===== src/rtl/inst_encoder_if.sv =====
// Handshake bundle between a descriptor producer/word consumer and inst_encoder.
// The master side offers descriptors and accepts encoded words; the slave side is the encoder.
interface inst_encoder_if #(
  parameter int ERR_CNT_W = 16
);
  logic                 in_valid;
  logic                 in_ready;
  logic [5:0]           in_op;
  logic [4:0]           in_rd;
  logic [4:0]           in_rs1;
  logic [4:0]           in_rs2;
  logic [31:0]          in_imm;
  logic                 out_valid;
  logic                 out_ready;
  logic [31:0]          out_inst;
  logic [63:0]          out_pc;
  logic                 out_err;
  logic [ERR_CNT_W-1:0] err_count;

  modport master (
    output in_valid, in_op, in_rd, in_rs1, in_rs2, in_imm, out_ready,
    input  in_ready, out_valid, out_inst, out_pc, out_err, err_count
  );

  modport slave (
    input  in_valid, in_op, in_rd, in_rs1, in_rs2, in_imm, out_ready,
    output in_ready, out_valid, out_inst, out_pc, out_err, err_count
  );
endinterface


===== src/rtl/inst_encoder.sv =====
// inst_encoder: RV64IM descriptor to 32-bit machine word, two-stage elastic pipeline.
// Optional macro ENC_PSEUDO_EN turns ops 48-55 into pseudo-instructions.
module inst_encoder #(
  parameter logic [63:0] PC_BASE   = 64'h0,
  parameter int          ERR_CNT_W = 16
) (
  input  logic          clk,
  input  logic          reset,
  inst_encoder_if.slave bus
);

  localparam logic [2:0]  FMT_I  = 3'd0;
  localparam logic [2:0]  FMT_SH = 3'd1;
  localparam logic [2:0]  FMT_R  = 3'd2;
  localparam logic [2:0]  FMT_S  = 3'd3;
  localparam logic [2:0]  FMT_B  = 3'd4;
  localparam logic [2:0]  FMT_U  = 3'd5;
  localparam logic [2:0]  FMT_J  = 3'd6;
  localparam logic [2:0]  FMT_X  = 3'd7;
  localparam logic [31:0] NOP_WORD = 32'h0000_0013;
  localparam logic [ERR_CNT_W-1:0] ERR_MAX = {ERR_CNT_W{1'b1}};
  localparam logic [ERR_CNT_W-1:0] ERR_ONE = {{(ERR_CNT_W-1){1'b0}}, 1'b1};

  typedef struct packed {
    logic [5:0]  op;
    logic [4:0]  rd;
    logic [4:0]  rs1;
    logic [4:0]  rs2;
    logic [31:0] imm;
  } desc_t;

  function automatic desc_t resolve(input logic [5:0] op, input logic [4:0] rd,
                                    input logic [4:0] rs1, input logic [4:0] rs2,
                                    input logic [31:0] imm);
    desc_t d;
    d.op = op; d.rd = rd; d.rs1 = rs1; d.rs2 = rs2; d.imm = imm;
`ifdef ENC_PSEUDO_EN
    case (op)
      6'd48:   begin d.op = 6'd0;  d.rd = 5'd0; d.rs1 = 5'd0; d.imm = 32'd0; end
      6'd49:   begin d.op = 6'd0;  d.imm = 32'd0; end
      6'd50:   begin d.op = 6'd3;  d.imm = 32'hFFFF_FFFF; end
      6'd51:   begin d.op = 6'd10; d.rs1 = 5'd0; end
      6'd52:   begin d.op = 6'd2;  d.imm = 32'd1; end
      6'd53:   begin d.op = 6'd46; d.rd = 5'd0; end
      6'd54:   begin d.op = 6'd47; d.rd = 5'd0; d.imm = 32'd0; end
      6'd55:   begin d.op = 6'd47; d.rd = 5'd0; d.rs1 = 5'd1; d.imm = 32'd0; end
      default: d.op = op;
    endcase
`endif
    return d;
  endfunction

  // Ops past 47 (after any pseudo expansion) fall out as FMT_X and are illegal.
  function automatic logic [2:0] fmt_of(input logic [5:0] op);
    if (op <= 6'd5)       return FMT_I;
    else if (op <= 6'd8)  return FMT_SH;
    else if (op <= 6'd26) return FMT_R;
    else if (op <= 6'd33) return FMT_I;
    else if (op <= 6'd37) return FMT_S;
    else if (op <= 6'd43) return FMT_B;
    else if (op <= 6'd45) return FMT_U;
    else if (op == 6'd46) return FMT_J;
    else if (op == 6'd47) return FMT_I;
    else                  return FMT_X;
  endfunction

  function automatic logic imm_ok(input logic [2:0] fmt, input logic [31:0] imm);
    case (fmt)
      FMT_I, FMT_S: return ($signed(imm) >= -32'sd2048) && ($signed(imm) <= 32'sd2047);
      FMT_SH:       return ($signed(imm) >= 32'sd0) && ($signed(imm) <= 32'sd63);
      FMT_B:        return ($signed(imm) >= -32'sd4096) && ($signed(imm) <= 32'sd4094) && (imm[0] == 1'b0);
      FMT_J:        return ($signed(imm) >= -32'sd1048576) && ($signed(imm) <= 32'sd1048574) && (imm[0] == 1'b0);
      FMT_U:        return ($signed(imm) >= 32'sd0) && ($signed(imm) <= 32'sd1048575);
      FMT_R:        return 1'b1;
      default:      return 1'b0;
    endcase
  endfunction

  function automatic logic [31:0] imm_scatter(input logic [2:0] fmt, input logic [31:0] imm);
    case (fmt)
      FMT_I:   return {imm[11:0], 20'h0};
      FMT_SH:  return {6'h0, imm[5:0], 20'h0};
      FMT_S:   return {imm[11:5], 13'h0, imm[4:0], 7'h0};
      FMT_B:   return {imm[12], imm[10:5], 13'h0, imm[4:1], imm[11], 7'h0};
      FMT_U:   return {imm[19:0], 12'h0};
      FMT_J:   return {imm[20], imm[10:1], imm[11], imm[19:12], 12'h0};
      default: return 32'h0;
    endcase
  endfunction

  // opcode | funct3 | funct7 for each base op; SRAI's bit 30 is folded in here.
  function automatic logic [31:0] base_bits(input logic [5:0] op);
    case (op)
      6'd0:  return 32'h0000_0013;  6'd1:  return 32'h0000_2013;
      6'd2:  return 32'h0000_3013;  6'd3:  return 32'h0000_4013;
      6'd4:  return 32'h0000_6013;  6'd5:  return 32'h0000_7013;
      6'd6:  return 32'h0000_1013;  6'd7:  return 32'h0000_5013;
      6'd8:  return 32'h4000_5013;  6'd9:  return 32'h0000_0033;
      6'd10: return 32'h4000_0033;  6'd11: return 32'h0000_1033;
      6'd12: return 32'h0000_2033;  6'd13: return 32'h0000_3033;
      6'd14: return 32'h0000_4033;  6'd15: return 32'h0000_5033;
      6'd16: return 32'h4000_5033;  6'd17: return 32'h0000_6033;
      6'd18: return 32'h0000_7033;  6'd19: return 32'h0200_0033;
      6'd20: return 32'h0200_1033;  6'd21: return 32'h0200_2033;
      6'd22: return 32'h0200_3033;  6'd23: return 32'h0200_4033;
      6'd24: return 32'h0200_5033;  6'd25: return 32'h0200_6033;
      6'd26: return 32'h0200_7033;  6'd27: return 32'h0000_0003;
      6'd28: return 32'h0000_1003;  6'd29: return 32'h0000_2003;
      6'd30: return 32'h0000_3003;  6'd31: return 32'h0000_4003;
      6'd32: return 32'h0000_5003;  6'd33: return 32'h0000_6003;
      6'd34: return 32'h0000_0023;  6'd35: return 32'h0000_1023;
      6'd36: return 32'h0000_2023;  6'd37: return 32'h0000_3023;
      6'd38: return 32'h0000_0063;  6'd39: return 32'h0000_1063;
      6'd40: return 32'h0000_4063;  6'd41: return 32'h0000_5063;
      6'd42: return 32'h0000_6063;  6'd43: return 32'h0000_7063;
      6'd44: return 32'h0000_0037;  6'd45: return 32'h0000_0017;
      6'd46: return 32'h0000_006F;  6'd47: return 32'h0000_0067;
      default: return NOP_WORD;
    endcase
  endfunction

  function automatic logic [31:0] reg_bits(input logic [2:0] fmt, input logic [4:0] rd,
                                           input logic [4:0] rs1, input logic [4:0] rs2);
    case (fmt)
      FMT_I, FMT_SH: return {12'h0, rs1, 3'h0, rd, 7'h0};
      FMT_R:         return {7'h0, rs2, rs1, 3'h0, rd, 7'h0};
      FMT_S, FMT_B:  return {7'h0, rs2, rs1, 3'h0, 5'h0, 7'h0};
      FMT_U, FMT_J:  return {20'h0, rd, 7'h0};
      default:       return 32'h0;
    endcase
  endfunction

  desc_t                in_desc_s;
  logic [2:0]           in_fmt_s;
  logic                 in_err_s;
  logic [31:0]          in_scat_s;
  logic                 s1_full_r;
  logic                 s1_err_r;
  logic [5:0]           s1_op_r;
  logic [4:0]           s1_rd_r;
  logic [4:0]           s1_rs1_r;
  logic [4:0]           s1_rs2_r;
  logic [31:0]          s1_imm_r;
  logic [2:0]           s1_fmt_s;
  logic [31:0]          s1_word_s;
  logic                 s2_full_r;
  logic                 s2_err_r;
  logic [31:0]          s2_inst_r;
  logic [63:0]          pc_r;
  logic [ERR_CNT_W-1:0] err_cnt_r;
  logic                 s2_free_s;
  logic                 s1_move_s;
  logic                 accept_s;
  logic                 handoff_s;

  assign s2_free_s    = !s2_full_r || bus.out_ready;
  assign s1_move_s    = s1_full_r && s2_free_s;
  assign bus.in_ready = !s1_full_r || s2_free_s;
  assign accept_s     = bus.in_valid && bus.in_ready;
  assign handoff_s    = s2_full_r && bus.out_ready;

  // Front-end decode: pseudo expansion, legality and immediate placement.
  always_comb begin
    in_desc_s = resolve(bus.in_op, bus.in_rd, bus.in_rs1, bus.in_rs2, bus.in_imm);
    in_fmt_s  = fmt_of(in_desc_s.op);
    in_err_s  = (in_fmt_s == FMT_X) || !imm_ok(in_fmt_s, in_desc_s.imm);
    in_scat_s = imm_scatter(in_fmt_s, in_desc_s.imm);
  end

  // Stage 1 register: resolved descriptor with its scattered immediate.
  always_ff @(posedge clk) begin
    if (reset) begin
      s1_full_r <= 1'b0;
      s1_err_r  <= 1'b0;
      s1_op_r   <= 6'd0;
      s1_rd_r   <= 5'd0;
      s1_rs1_r  <= 5'd0;
      s1_rs2_r  <= 5'd0;
      s1_imm_r  <= 32'd0;
    end else if (accept_s) begin
      s1_full_r <= 1'b1;
      s1_err_r  <= in_err_s;
      s1_op_r   <= in_desc_s.op;
      s1_rd_r   <= in_desc_s.rd;
      s1_rs1_r  <= in_desc_s.rs1;
      s1_rs2_r  <= in_desc_s.rs2;
      s1_imm_r  <= in_scat_s;
    end else if (s1_move_s) begin
      s1_full_r <= 1'b0;
    end
  end

  // Word assembly between the stages; illegal descriptors collapse to NOP.
  always_comb begin
    s1_fmt_s = fmt_of(s1_op_r);
    if (s1_err_r) begin
      s1_word_s = NOP_WORD;
    end else begin
      s1_word_s = base_bits(s1_op_r) | reg_bits(s1_fmt_s, s1_rd_r, s1_rs1_r, s1_rs2_r) | s1_imm_r;
    end
  end

  // Stage 2 register: word presented to the consumer, held while stalled.
  always_ff @(posedge clk) begin
    if (reset) begin
      s2_full_r <= 1'b0;
      s2_err_r  <= 1'b0;
      s2_inst_r <= 32'd0;
    end else if (s1_move_s) begin
      s2_full_r <= 1'b1;
      s2_err_r  <= s1_err_r;
      s2_inst_r <= s1_word_s;
    end else if (handoff_s) begin
      s2_full_r <= 1'b0;
    end
  end

  // Program address and saturating error tally, both advanced on handoff.
  always_ff @(posedge clk) begin
    if (reset) begin
      pc_r      <= PC_BASE;
      err_cnt_r <= {ERR_CNT_W{1'b0}};
    end else if (handoff_s) begin
      pc_r <= pc_r + 64'd4;
      if (s2_err_r && (err_cnt_r != ERR_MAX)) begin
        err_cnt_r <= err_cnt_r + ERR_ONE;
      end
    end
  end

  assign bus.out_valid = s2_full_r;
  assign bus.out_inst  = s2_inst_r;
  assign bus.out_err   = s2_err_r;
  assign bus.out_pc    = pc_r;
  assign bus.err_count = err_cnt_r;

endmodule


===== src/flat_wrapper.sv =====
// flat-port wrapper written by rule: the top's interface ports become plain ports
module inst_encoder_flat 
#(
  parameter logic [63:0] PC_BASE   = 64'h0,
  parameter int          ERR_CNT_W = 16
)
  (clk, reset, bus_in_valid, bus_in_op, bus_in_rd, bus_in_rs1, bus_in_rs2, bus_in_imm, bus_out_ready, bus_in_ready, bus_out_valid, bus_out_inst, bus_out_pc, bus_out_err, bus_err_count);
  inst_encoder_if #(.ERR_CNT_W(ERR_CNT_W)) bus_i ();
  input  logic clk;
  input  logic reset;
  input wire logic [$bits(bus_i.in_valid)-1:0] bus_in_valid;
  input wire logic [$bits(bus_i.in_op)-1:0] bus_in_op;
  input wire logic [$bits(bus_i.in_rd)-1:0] bus_in_rd;
  input wire logic [$bits(bus_i.in_rs1)-1:0] bus_in_rs1;
  input wire logic [$bits(bus_i.in_rs2)-1:0] bus_in_rs2;
  input wire logic [$bits(bus_i.in_imm)-1:0] bus_in_imm;
  input wire logic [$bits(bus_i.out_ready)-1:0] bus_out_ready;
  output wire logic [$bits(bus_i.in_ready)-1:0] bus_in_ready;
  output wire logic [$bits(bus_i.out_valid)-1:0] bus_out_valid;
  output wire logic [$bits(bus_i.out_inst)-1:0] bus_out_inst;
  output wire logic [$bits(bus_i.out_pc)-1:0] bus_out_pc;
  output wire logic [$bits(bus_i.out_err)-1:0] bus_out_err;
  output wire logic [$bits(bus_i.err_count)-1:0] bus_err_count;
  assign bus_i.in_valid = bus_in_valid;
  assign bus_i.in_op = bus_in_op;
  assign bus_i.in_rd = bus_in_rd;
  assign bus_i.in_rs1 = bus_in_rs1;
  assign bus_i.in_rs2 = bus_in_rs2;
  assign bus_i.in_imm = bus_in_imm;
  assign bus_i.out_ready = bus_out_ready;
  assign bus_in_ready = bus_i.in_ready;
  assign bus_out_valid = bus_i.out_valid;
  assign bus_out_inst = bus_i.out_inst;
  assign bus_out_pc = bus_i.out_pc;
  assign bus_out_err = bus_i.out_err;
  assign bus_err_count = bus_i.err_count;
  inst_encoder #(.PC_BASE(PC_BASE), .ERR_CNT_W(ERR_CNT_W)) u_core (.clk(clk), .reset(reset), .bus(bus_i));
endmodule

===== config.mk =====
export PLATFORM = sky130hd
export DESIGN_NAME = inst_encoder_flat
export DESIGN_NICKNAME = d
export VERILOG_FILES = /design/src/rtl/inst_encoder_if.sv /design/src/rtl/inst_encoder.sv /design/src/flat_wrapper.sv
export SDC_FILE = /design/constraint.sdc
export NUM_CORES = 1
export LEC_CHECK = 0
export ABC_AREA = 0
export BUFFER_PORTS_ARGS = -buffer_cell sky130_fd_sc_hd__buf_2
export CORE_MARGIN = 2
export CORE_UTILIZATION = 50
export DETAILED_ROUTE_END_ITERATION = 7
export PLACE_DENSITY = 0.84
export RECOVER_POWER = 25
export SLEW_MARGIN = 30
export SYNTH_ARGS = -nofsm -noshare
export SYNTH_HDL_FRONTEND = slang
export SYNTH_SLANG_ARGS = --single-unit

===== constraint.sdc =====
create_clock -name clk -period 3.6 [get_ports clk]
set_input_delay 0.72 -clock clk [delete_from_list [all_inputs] [get_ports clk]]
set_output_delay 0.72 -clock clk [all_outputs]
set_load 0.01 [all_outputs]

==> results.py, run 1 <==
metrics = {
    "layout": {
        "nFillCells": 1436,
        "finalNetCount": 1202,
        "area_growth_pct": 17.8,
        "n_antenna_cell": 0,
        "multi_input_area_um2": 4420,
        "final_util": 0.603,
        "layout.area.seq_um2": 3380,
        "drive_above_1_share": 0.147,
    },
    "clocking": {
        "clock-root-buffer": "clkbuf_16",
        "cts_buffers": 17,
        "htree_levels": 4,
        "ctsHoldBuffers": 0,
        "clock-sinks": 169,
        "cts_tree": "yes",
        "clk_pin_slew_worst_paths_ns": 0.07,
        "ctsResizeCount": 0,
        "clock_latency_ns": 0.43,
        "postCtsSetupBuffers": 0,
        "cts_max_path_buffers": 2,
    },
    "sta": {
        "skew_ns": 0.0131,
        "max_freq_ghz": 0.344,
        "period_share": 0.806,
        "final-hold-violation-count": 0,
        "finalSetupViolCount": 0,
        "rsz0062_at_grt": "false",
        "tightest_slew_ns": 2.13,
        "fin_crit_ns": 2.90,
        "relSlewSlack": -0.422,
        "tns_ns": 0,
        "slew_violations": 47,
        "setup_ws_ns": 0.697,
        "fin_hold_ws_ns": 0.457,
    },
    "critical_path": {
        "cp.arrival_ns": 3.19,
        "timing.rr.start": "u_core.bus.out_valid",
        "crit_path_start_kind": "primary input",
        "required_ns": 3.89,
        "worst-setup-path-type": "in -> reg",
        "reg2reg_depth": 6,
        "endpoint_kind": "register",
        "crit_start": "bus_out_ready",
        "r2r_end": "u_core.bus.out_inst[29]",
        "cp_max_fo": 46,
        "ff2ff_setup_slack_ns": 0.71,
    },
    "logic_synthesis": {
        "synth_most_common_cell": "dfxtp_1",
        "synth_fa_ha_area_frac": 0.00923,
        "synth_xor_area_frac": 0.0635,
        "avgSynthCellArea_um2": 8.14,
        "synthesis.area_um2": 8130,
        "yosys.area_share.simple": 0.276,
        "synthArstFlopShare": 0,
        "synth_cell_types": 68,
        "yosys-top-cells-count": "169 x dfxtp_1, 135 x nor2_1, 96 x nand2_1",
        "synth.largest_area_cell": "dfxtp_1",
        "postSynthCellCount": 999,
        "synth_compound_area_frac": 0.188,
        "synth-seq-area-share": 0.416,
        "synth.top_cell.area_share": 0.416,
        "muxShareOfSynthArea": 0.00508,
        "ys.flop_type": "dfxtp_1",
        "yosys-top-cells-area": "dfxtp_1 42%, nor2_1 6.2%, a21oi_1 4.4%",
        "yosysWarningCount": 0,
        "synth_edf_count": 0,
        "ys_seq_elements": 169,
        "synth_top_family_by_area": "simple AND/OR/NAND/NOR gates",
    },
    "hold_path": {
        "holdPathEnd": "u_core.s1_rd_r[3]",
        "min_path_type": "reg -> reg",
        "whs_path_depth": 2,
        "worst_hold_startpoint": "u_core.s1_rd_r[3]",
    },
    "route": {
        "via_count": 8039,
        "post-route-drc-count": 0,
        "wl_per_cell_um": 16.0,
        "drt_iter0_drc": 809,
        "drtPass1Iterations": 6,
        "viasPerCell": 5.88,
        "wl_um": 21900,
        "ant_nets": 0,
    },
    "pwr": {
        "total_power_w": 0.00412,
        "max-vdd-ir-drop_mv": 0.384,
        "power.static_leakage_nw": 3.74,
        "p_per_area_nw_per_um2": 430,
    },
    "floorplanning": {
        "dieArea_um2": 17300,
        "fp.dieW_um": 132,
        "rows": 46,
        "core_area_um2": 15900,
        "start_util": 0.512,
        "fp.dieH_um": 132,
        "ioPinCount": 172,
    },
    "placement": {
        "place.port_buffers": 169,
        "dp_slack_ns": 0.734,
        "gp_congestion": 0.947,
        "dp_hpwl_um": 15200,
    },
    "grt": {
        "grtUsageTotal": 0.249,
        "grt_pass1_vias": 7326,
        "overflow": 0,
        "antenna_found_initial": 0,
        "grt_pass1_wl_um": 36000,
        "grt_max_degree": 75,
    },
    "flow_run": {
        "drv_cap": 1,
    },
    "outcome": {
        "status": "complete, but fails checks",
        "violations": "capacitance limit, slew limit",
    },
}
-- cell families after synthesis --
kind of cell	after synthesis
other	1
xor gates and xnor gates	59
muxes	4
DFF	169
and+or+nand+nor	444
adders and majority gates	6
buffers and inverters	82
AOI/OAI and AO/OA	234
-- worst max path at each step --
stage	endpoint	slack, ns
2_1_floorplan	register	1.05
3_3_place_gp	register	0.84
3_5_place_dp	register	0.73
4_1_cts	register	1.13
5_1_grt	u_core.bus.out_inst[27]	0.44
6_report	u_core.bus.out_inst[29]	0.70
-- area by class of cell --
class                           count  share of cell area
Multi-Input combinational cell    749               0.461
Sequential cell                   169               0.353
Timing Repair Buffer              179              0.0884
Inverter                           23             0.00901
Clock buffer                       17              0.0444
Clock inverter                     15              0.0158
Tap cell                          216              0.0282
-- where the power goes --
part	leakage [nW]	switching (W)	internal [W]	total [W]
clock network	0.277	0.000869	0.000924	0.00179
registers	1.37	0.0000379	0.00191	0.00195
logic	2.09	0.000243	0.000134	0.000378
total	3.74	0.00115	0.00297	0.00412
-- cell usage in the layout, fill, tap and decap left out, types with 17 or more instances in the layout --
cell / count
a21o_1: 20
a21oi_1: 72
a22oi_1: 26
buf_2: 113
clkbuf_1: 57
clkbuf_16: 17
dfxtp_1: 169
inv_1: 22
nand2_1: 96
nand3_1: 41
nand4_1: 25
nor2_1: 133
nor3_1: 32
o21ai_0: 48
or3_1: 18
xnor2_1: 36
xor2_1: 23
-- routing by layer --
metal  GRT usage  wire (µm)
met1       0.321       9520
met2       0.410      10300
met3      0.0490       1440
met4      0.0996        572
met5           0          0
-- registers in the layout, summed over array words and instances, names as in the netlist, named ones only --
signal and flops:
u_core.bus.out_pc 62, u_core.bus.out_inst 31, u_core.s1_imm_r 25, u_core.bus.err_count 16
u_core.s1_op_r 6, u_core.s1_rd_r 5, u_core.s1_rs1_r 5, u_core.s1_rs2_r 5
u_core.bus.out_err 1, u_core.bus.out_valid 1, u_core.s1_err_r 1, u_core.s1_full_r 1
-- metrics by stage --
step           std cells  area (µm²)
4_1_cts             1368        9670
2_1_floorplan       1000        8140
3_3_place_gp        1336        9090
6_report            1368        9580
5_1_grt             1368        9580
3_5_place_dp        1336        9090
-- critical path: stages --
cell and delay, ns:
buf_2 0.14, nand2b_1 0.20, nand2_1 0.14, clkbuf_1 1.54
nor3b_1 0.18, a21oi_1 0.21, nor2_1 0.06
(Power assumes the default switching activity.)
==> run 2: changes to the inputs <==
==> constraint.sdc (replaced) <==
create_clock -name clk -period 2.8 [get_ports clk]
set_input_delay 0.56 -clock clk [delete_from_list [all_inputs] [get_ports clk]]
set_output_delay 0.56 -clock clk [all_outputs]
set_load 0.01 [all_outputs]
==> results.py, run 2 (same netlist as run 1, synthesis figures left out) <==
metrics = {
    "pwr": {
        "p_comb_frac": 0.095,
        "power.static_leakage_nw": 3.78,
        "p_per_area_nw_per_um2": 547,
        "p_sw_frac": 0.257,
        "total_power_w": 0.00528,
        "clockPowerShare": 0.431,
        "power_frac_seq": 0.474,
        "max-vdd-ir-drop_mv": 0.458,
        "p_switching_w": 0.00136,
        "power.internal_w": 0.00393,
    },
    "critical_path": {
        "endpoint_kind": "register",
        "cp_max_fo": 10,
        "worst-setup-path-type": "reg -> reg",
        "required_ns": 3.11,
        "reg2reg_depth": 8,
        "crit_path_start_kind": "register",
        "cp.arrival_ns": 2.80,
    },
    "placement": {
        "dp_hpwl_um": 15400,
        "placed_cell_area_um2": 9160,
        "dp_slack_ns": 0.243,
        "dp_cells": 1344,
        "gp_congestion": 0.920,
        "place.port_buffers": 169,
    },
    "floorplanning": {
        "start_util": 0.512,
        "rows": 46,
        "fp.dieW_um": 132,
        "ioPinCount": 172,
        "fp.dieH_um": 132,
        "core_area_um2": 15900,
        "dieArea_um2": 17300,
    },
    "clocking": {
        "clock-sinks": 169,
        "clock_latency_ns": 0.43,
        "clock-root-buffer": "clkbuf_16",
        "cts_max_path_buffers": 2,
        "cts_tree": "yes",
        "cts_buffers": 17,
        "htree_levels": 4,
        "ctsHoldBuffers": 0,
        "ctsResizeCount": 0,
        "clk_pin_slew_worst_paths_ns": 0.07,
        "postCtsSetupBuffers": 0,
    },
    "sta": {
        "skew_ns": 0.0139,
        "relSlewSlack": 0.310,
        "finalSetupViolCount": 0,
        "max_freq_ghz": 0.401,
        "final-hold-violation-count": 0,
        "period_share": 0.891,
        "tightest_slew_ns": 1.04,
        "tns_ns": 0,
        "fin_crit_ns": 2.49,
        "rsz0062_at_grt": "false",
        "setup_ws_ns": 0.305,
        "slew_violations": 0,
    },
    "grt": {
        "grt_pass1_vias": 7249,
        "grt_pass1_wl_um": 35500,
        "grtUsageTotal": 0.246,
        "overflow": 0,
        "antenna_found_initial": 0,
        "grt_max_degree": 54,
    },
    "layout": {
        "largest_reg_flops": 62,
        "layout.area.seq_um2": 3380,
        "drive_above_1_share": 0.153,
        "n_antenna_cell": 0,
        "nFillCells": 1432,
        "final_common_cell": "dfxtp_1",
        "fin_cells": 1376,
        "area_growth_pct": 18.7,
        "finalNetCount": 1210,
        "final_cell_mix": "169 x dfxtp_1, 133 x nor2_1, 110 x buf_2",
        "fin_area_um2": 9650,
        "multi_input_area_um2": 4430,
    },
    "hold_path": {
        "whs_path_depth": 3,
        "min_path_type": "in -> reg",
    },
    "flow_run": {
        "drv_cap": 0,
    },
    "route": {
        "drt_iter0_drc": 625,
        "via_count": 7997,
        "post-route-drc-count": 0,
        "viasPerCell": 5.81,
        "drtPass1Iterations": 6,
        "wl_um": 21500,
        "ant_nets": 0,
        "wl_per_cell_um": 15.6,
    },
    "outcome": {
        "status": "complete, no violations",
    },
}
==> run 2: changes by cell type in the layout (fill, tap and decap cells not counted), moves of 2 or more <==
| cell | delta |
|---|---|
| clkbuf_8 | +2 |
| inv_8 | -2 |
| clkbuf_2 | +2 |
| inv_6 | -3 |
| buf_2 | -3 |
| clkinv_8 | -2 |
| buf_4 | +7 |
| clkbuf_1 | +2 |
| clkinv_2 | +3 |
==> run 2: power groups by stage <==
stage                     registers (W)  logic (W)  clock network [W]
final                           0.00250   0.000502            0.00228
after global routing            0.00251   0.000551            0.00242
after CTS                       0.00250   0.000497            0.00231
after detailed placement        0.00256   0.000493                  0
after global placement          0.00256   0.000486                  0
after floorplan                 0.00254   0.000326                  0
==> run 2: layer usage <==
| metal | wire length, µm | up-vias | global-route usage |
|---|---|---|---|
| met5 | 0 | - | 0 |
| met4 | 790 | 0 | 0.106 |
| met3 | 1360 | 71 | 0.0540 |
| met2 | 9820 | 332 | 0.388 |
| met1 | 9540 | 3720 | 0.325 |
| li1 | - | 3874 | - |
==> run 2: final cells by class <==
class                   count  area share
multi-input cells         749       0.458
flip-flops and latches    169       0.350
repair buffers            187      0.0951
clock buffers              20      0.0473
well taps                 216      0.0280
clock inverters            12      0.0118
inverters                  23     0.00894
==> run 2: metrics by stage <==
| step | hold WS (ns) | utilization |
|---|---|---|
| floorplan | 0.437 | - |
| global placement | 0.442 | 0.577 |
| detailed placement | 0.447 | 0.577 |
| CTS | 0.366 | 0.613 |
| global route | 0.364 | 0.608 |
| finish | 0.380 | 0.608 |
==> run 2: path summary, 6_finish.rpt <==
kind	start	endpoint	slack, ns
setup / recovery	u_core.bus.out_valid	register	0.31
hold / removal	bus_in_rd[4]	u_core.s1_rd_r[4]	0.38
setup reg to reg	u_core.bus.out_valid	register	0.31
hold reg to reg	u_core.s1_rd_r[3]	u_core.s1_rd_r[3]	0.45
==> run 2: critical path, stage by stage, from the launching register on <==
cell and delay, ns:
dfxtp_1 0.48, and3b_1 0.41, inv_1 0.23, nand3_1 0.14, a21o_1 0.21, clkinv_1 0.27, o21ai_0 0.30, a32oi_1 0.07
o21ai_0 0.27
